[config.mk]
export PLATFORM = sky130hd
export DESIGN_NAME = debounce_bank
export DESIGN_NICKNAME = d
export VERILOG_FILES = /design/src/rtl/debounce_pkg.sv /design/src/rtl/debounce_chan.sv /design/src/rtl/debounce_bank.sv
export SDC_FILE = /design/constraint.sdc
export NUM_CORES = 1
export LEC_CHECK = 0
export BUFFER_PORTS_ARGS = -buffer_cell sky130_fd_sc_hd__buf_2
export CELL_PAD_IN_SITES_DETAIL_PLACEMENT = 0
export CELL_PAD_IN_SITES_GLOBAL_PLACEMENT = 2
export CORE_UTILIZATION = 32
export DETAILED_ROUTE_END_ITERATION = 10
export PLACE_DENSITY_LB_ADDON = 0.1
export REMOVE_ABC_BUFFERS = 1
export SYNTH_ARGS = -nofsm -noshare
export SYNTH_HDL_FRONTEND = slang
export SYNTH_SLANG_ARGS = --single-unit
export TNS_END_PERCENT = 50
[constraint.sdc]
create_clock -name clk -period 1.7 [get_ports clk]
set_clock_uncertainty 0.05 [all_clocks]
set_input_delay 0 -clock clk [delete_from_list [all_inputs] [get_ports clk]]
set_output_delay 0 -clock clk [all_outputs]
set_load 0.02 [all_outputs]
[src/rtl/debounce_pkg.sv]
// Shared defaults and width helpers for the debounce bank.
// Edge-pulse outputs are built only when DEBOUNCE_EDGE_EN is defined.
package debounce_pkg;

  localparam int DEF_N_BTN        = 4;
  localparam int DEF_N_SW         = 8;
  localparam int DEF_SAMPLE_DIV   = 100000;
  localparam int DEF_STABLE_TICKS = 4;

  // Mismatch counter must hold 0..STABLE_TICKS-1; one extra code keeps STABLE_TICKS=1 legal.
  function automatic int cnt_width(input int stable_ticks);
    return (stable_ticks < 2) ? 1 : $clog2(stable_ticks + 1);
  endfunction

  function automatic int div_width(input int sample_div);
    return (sample_div < 2) ? 1 : $clog2(sample_div);
  endfunction

endpackage

[src/rtl/debounce_chan.sv]
// One debounce channel: 2-flop synchronizer, stable level with mismatch counter,
// and (with DEBOUNCE_EDGE_EN defined) registered rise/fall pulses.
module debounce_chan
  import debounce_pkg::*;
#(
`ifdef DEBOUNCE_EDGE_EN
  parameter bit EDGE_EN      = 1'b1,
`endif
  parameter int STABLE_TICKS = DEF_STABLE_TICKS
) (
  input  logic clk,
  input  logic rst_n,
  input  logic tick,
  input  logic raw_in,
`ifdef DEBOUNCE_EDGE_EN
  output logic rise_pulse,
  output logic fall_pulse,
`endif
  output logic level
);

  localparam int              CW       = cnt_width(STABLE_TICKS);
  localparam logic [CW-1:0]   CNT_LAST = CW'(STABLE_TICKS - 1);

  logic          sync1_q, sync1_d;
  logic          sync2_q, sync2_d;
  logic          level_q, level_d;
  logic [CW-1:0] cnt_q,   cnt_d;

  always_comb begin
    sync1_d = raw_in;
    sync2_d = sync1_q;
    level_d = level_q;
    cnt_d   = cnt_q;
    if (tick) begin
      if (sync2_q == level_q) begin
        cnt_d = '0;
      end else if (cnt_q >= CNT_LAST) begin
        // Saturating compare: the counter can never step past the last code.
        level_d = sync2_q;
        cnt_d   = '0;
      end else begin
        cnt_d = cnt_q + CW'(1);
      end
    end
  end

  always_ff @(posedge clk or negedge rst_n) begin
    if (!rst_n) begin
      sync1_q <= 1'b0;
      sync2_q <= 1'b0;
      level_q <= 1'b0;
      cnt_q   <= '0;
    end else begin
      sync1_q <= sync1_d;
      sync2_q <= sync2_d;
      level_q <= level_d;
      cnt_q   <= cnt_d;
    end
  end

  assign level = level_q;

`ifdef DEBOUNCE_EDGE_EN
  generate
    if (EDGE_EN) begin : g_edge
      logic rise_q, rise_d;
      logic fall_q, fall_d;

      // Pulses come from level_d so they line up with the cycle level_q changes.
      always_comb begin
        rise_d = level_d & ~level_q;
        fall_d = ~level_d & level_q;
      end

      always_ff @(posedge clk or negedge rst_n) begin
        if (!rst_n) begin
          rise_q <= 1'b0;
          fall_q <= 1'b0;
        end else begin
          rise_q <= rise_d;
          fall_q <= fall_d;
        end
      end

      assign rise_pulse = rise_q;
      assign fall_pulse = fall_q;
    end else begin : g_no_edge
      assign rise_pulse = 1'b0;
      assign fall_pulse = 1'b0;
    end
  endgenerate
`endif

endmodule

[src/rtl/debounce_bank.sv]
// Bank of debounced buttons and switches sharing one sample prescaler.
// Define DEBOUNCE_EDGE_EN to add btn_press/btn_release pulse outputs.
module debounce_bank
  import debounce_pkg::*;
#(
  parameter int N_BTN        = DEF_N_BTN,
  parameter int N_SW         = DEF_N_SW,
  parameter int SAMPLE_DIV   = DEF_SAMPLE_DIV,
  parameter int STABLE_TICKS = DEF_STABLE_TICKS
) (
  input  logic             clk,
  input  logic             rst_n,
  input  logic [N_BTN-1:0] btn_in,
  input  logic [N_SW-1:0]  sw_in,
  output logic [N_BTN-1:0] btn_ok,
  output logic [N_SW-1:0]  sw_ok,
`ifdef DEBOUNCE_EDGE_EN
  output logic [N_BTN-1:0] btn_press,
  output logic [N_BTN-1:0] btn_release,
`endif
  output logic             sample_tick
);

  localparam int            DW       = div_width(SAMPLE_DIV);
  localparam logic [DW-1:0] DIV_LAST = DW'(SAMPLE_DIV - 1);

  logic [DW-1:0] div_q, div_d;
  logic          tick_q, tick_d;

  // tick_q is a flop that is high exactly while div_q sits at DIV_LAST.
  always_comb begin
    div_d  = (div_q == DIV_LAST) ? '0 : div_q + DW'(1);
    tick_d = (div_d == DIV_LAST);
  end

  always_ff @(posedge clk or negedge rst_n) begin
    if (!rst_n) begin
      div_q  <= '0;
      tick_q <= 1'b0;
    end else begin
      div_q  <= div_d;
      tick_q <= tick_d;
    end
  end

  assign sample_tick = tick_q;

  for (genvar i = 0; i < N_BTN; i++) begin : g_btn
    debounce_chan #(
`ifdef DEBOUNCE_EDGE_EN
      .EDGE_EN      (1'b1),
`endif
      .STABLE_TICKS (STABLE_TICKS)
    ) u_chan (
      .clk        (clk),
      .rst_n      (rst_n),
      .tick       (tick_q),
      .raw_in     (btn_in[i]),
`ifdef DEBOUNCE_EDGE_EN
      .rise_pulse (btn_press[i]),
      .fall_pulse (btn_release[i]),
`endif
      .level      (btn_ok[i])
    );
  end

`ifdef DEBOUNCE_EDGE_EN
  // Switch channels carry no edge registers; their tied-off pulse pins land here.
  logic [N_SW-1:0] sw_rise_unused;
  logic [N_SW-1:0] sw_fall_unused;
`endif

  for (genvar j = 0; j < N_SW; j++) begin : g_sw
    debounce_chan #(
`ifdef DEBOUNCE_EDGE_EN
      .EDGE_EN      (1'b0),
`endif
      .STABLE_TICKS (STABLE_TICKS)
    ) u_chan (
      .clk        (clk),
      .rst_n      (rst_n),
      .tick       (tick_q),
      .raw_in     (sw_in[j]),
`ifdef DEBOUNCE_EDGE_EN
      .rise_pulse (sw_rise_unused[j]),
      .fall_pulse (sw_fall_unused[j]),
`endif
      .level      (sw_ok[j])
    );
  end

endmodule

==> metrics <==
status=completed; Peak VDD IR=0.461 mV; CTS tree=done; area of the die=13200 sq um; Pins Over Slew Limit=0; Syn Area/Cell=11.3 sq um; final wirelength=7210 microns; slowest stage cell, crit path=dfrtp_1; nets=460; Setup TNS Final=0 ns; leading area contributor after synthesis=dfrtp_1; most frequent cell on the critical path=ha_1; share of layout cells above drive strength 1=21.4%; total iterations of the first detailed-routing run=6; Tcrit/Tclk final=96.4%; overall routing resource usage=12.3%; initial DRC count=108; placed inst area=4540 sq um; vias in the first global route=~2700; Area Overhead vs Synth=22.1%; RePlAce Congestion=roughly 0.75; initial antenna violation count=0; R2R depth=5; Crit Path Max Fanout=3; final-layout fill cell count=1232; Die X=roughly 120 microns; Residual DRC=0; delay-heaviest family, CP=flip-flops; WP data required=roughly 1.9 ns; Comb power frac=2.7%; pre-CTS setup slack=0.0107 ns; worst setup path endpoint=g_sw[3].u_chan.level; die span in y=115 microns; Via Count=between 2000 and 3000; Power Dens Cells=824 nW/um^2; worst-skew pair later-pin latency=0.34 ns; synthesized flop and latch total=90; CP max stage delay=0.41 ns; CP startpoint=g_sw[3].u_chan.cnt_q[0]; cts bufs inserted=9; commonest non-fill, non-tap cell in the layout=dfrtp_1; ys flop type=dfrtp_1; buffer depth of the longest clock path=2; number of synthesis warnings=0; I/O Buffers=26; row cnt=40; clk sinks=90; first-pass GRT wire length=12500 microns; Cells after Synth=362; n_diodes=0; area of the multi-input gates=1600 sq um; DRT antenna net count=0; total global routing overflow=0; Reg area=2250 sq um; RSZ-0062 raised after global routing=yes; WL/cell=12.2 microns; number of enable flip-flop cells after synthesis=0; worst setup margin=0.0609 ns; Worst Path Buf+Inv=0; Clock transition at path regs=0.06 ns; Min Clock Period, post-route=~1.6 ns; Initial Util=33.5%; power share of the clock group=44.2%; Sw Ratio=just over 20%; htree depth=3; Seq pwr share=approximately 53%; largest net degree at the start of global routing=36; worst path cell trace=ha_1 > ha_1 > a211o_1 > nand2_1 > mux2_2; crit end category=flop; Final setup violation count=0; Max Cap Violations=0; final std cells w/o fill=593; flop-to-flop setup slack=approximately 0.06 ns; Worst EP arrival=1.81 ns; Synth top area share=55.0%; Placed Instances=561; Worst Hold Class=primary input to asynchronous set/reset pin; post-synth cell types=40; Synth area leaders=dfrtp_1 (55%), ha_1 (7.6%), o22ai_1 (3.7%), xnor2_1 (3.6%), inv_1 (3.4%); Placeable Area=12200 sq um; ys async rst share=between 90% and 100%; type of origin of the critical path=flop; number of I/O pins=27; reg2reg start=g_sw[3].u_chan.cnt_q[0]; Crit Reg-Reg Endpoint=g_sw[3].u_chan.level; worst-margin pin slew=0.456 ns; DP Wirelength=5100 microns; sequential share of the synthesized area=55.0%; post-route cell area=5000 sq um; Final Hold Fails=0; Crit path depth=5; Via density=4.54; Root Buffer=clkbuf_16; Leak=~2.4 nW; critical path class=flop to flop; fmax=0.610 GHz; internal power=0.00328 W; max_slew headroom=69.6%; Cell Area, Synth=4090 sq um; Final Util=approximately two fifths; commonest cells after routing, fill and taps aside=dfrtp_1 (89), inv_1 (37), nand2_1 (30); Psw=0.000842 W
==> final cells by class <==
type,count,area share (%)
tap,168,4.21
clock inverter,3,0.301
multi-input combinational,215,32.1
clock buffer,12,5.13
inverter,37,2.78
timing repair buffer,68,10.4
sequential,90,45.1
==> logic make-up after synthesis <==
| family | count (synthesis) | synth area share (%) |
|---|---|---|
| AND/OR/NAND/NOR | 99 | 12.5 |
| flip-flops | 90 | 55.0 |
| buffers and inverters | 57 | 6.36 |
| AO/OA/AOI/OAI | 45 | 7.58 |
| XOR/XNOR | 26 | 5.57 |
| adder cells (fa/ha/maj) | 25 | 7.65 |
| multiplexers | 20 | 5.26 |
==> Yosys cell counts (4+ instances only) <==
| cell | instances |
|---|---|
| buf_4 | 12 |
| xor2_1 | 9 |
| nand4_1 | 9 |
| clkbuf_1 | 5 |
| mux2_2 | 12 |
| nand2b_1 | 4 |
| ha_1 | 25 |
| nand2_1 | 30 |
| nor2_1 | 20 |
| o22ai_1 | 24 |
| a211o_1 | 8 |
| mux2i_1 | 8 |
| xnor2_1 | 17 |
| o21ai_0 | 5 |
| nor2b_1 | 5 |
| nand3_1 | 11 |
| inv_1 | 37 |
| dfrtp_1 | 90 |
| a211oi_1 | 4 |
==> worst register-to-register path: cells and delay by family, from the launching register on <==
| family | cells | cell delay [ns] |
|---|---|---|
| adders and majority gates | 2 | 0.39 |
| muxes | 1 | 0.32 |
| and+or+nand+nor | 1 | 0.08 |
| DFF | 1 | 0.41 |
| AOI/OAI and AO/OA | 1 | 0.28 |
==> metrics by stage <==
stage                     hold WS (ns)  total power, W
after floorplan                 -0.346         0.00224
after global placement         -0.0644         0.00232
after detailed placement       -0.0634         0.00232
after CTS                        0.106         0.00423
after global routing             0.133         0.00431
final                           0.0985         0.00412
==> routing by layer <==
metal / wire length, microns / track usage (%)
met5: 0 / 0
met2: 3450 / 20.2
met4: 95 / 4.07
met3: 255 / 4.85
met1: 3410 / 14.8
==> what timing repair did <==
action	CTS	global route
hold buffers	13	0
endpoints found under the hold margin	102	0
setup buffers	0	4
endpoints found under the setup margin	0	6
gates resized for setup	0	6
==> worst min path at each step <==
| stage | depth (start not counted) | startpoint | to |
|---|---|---|---|
| 4_1_cts | 2 | rst_n | g_sw[5].u_chan.level |
| 6_report | 2 | rst_n | g_sw[5].u_chan.level |
| 3_5_place_dp | 1 | rst_n | g_sw[5].u_chan.level |
| 2_1_floorplan | 0 | rst_n | div_q[0] |
| 3_3_place_gp | 1 | rst_n | g_sw[5].u_chan.level |
| 5_1_grt | 2 | rst_n | g_sw[5].u_chan.level |
==> state kept, by name, summed over array words and instances, names as in the netlist <==
| register | flops |
|---|---|
| g_sw.u_chan.sync1_q | 8 |
| div_q | 17 |
| g_btn.u_chan.level | 4 |
| g_sw.u_chan.sync2_q | 8 |
| g_btn.u_chan.cnt_q | 12 |
| sample_tick | 1 |
| g_btn.u_chan.sync2_q | 4 |
| g_btn.u_chan.sync1_q | 4 |
| g_sw.u_chan.level | 8 |
| g_sw.u_chan.cnt_q | 24 |
==> power groups by stage <==
| stage | logic [W] | clock network, W | registers, W |
|---|---|---|---|
| after floorplan | 0.0000189 | 0 | 0.00222 |
| after global placement | 0.0000934 | 0 | 0.00222 |
| after detailed placement | 0.0000946 | 0 | 0.00222 |
| after CTS | 0.000117 | 0.00193 | 0.00218 |
| after global routing | 0.000127 | 0.00199 | 0.00219 |
| final | 0.000111 | 0.00182 | 0.00219 |
(Power assumes the default switching activity.)
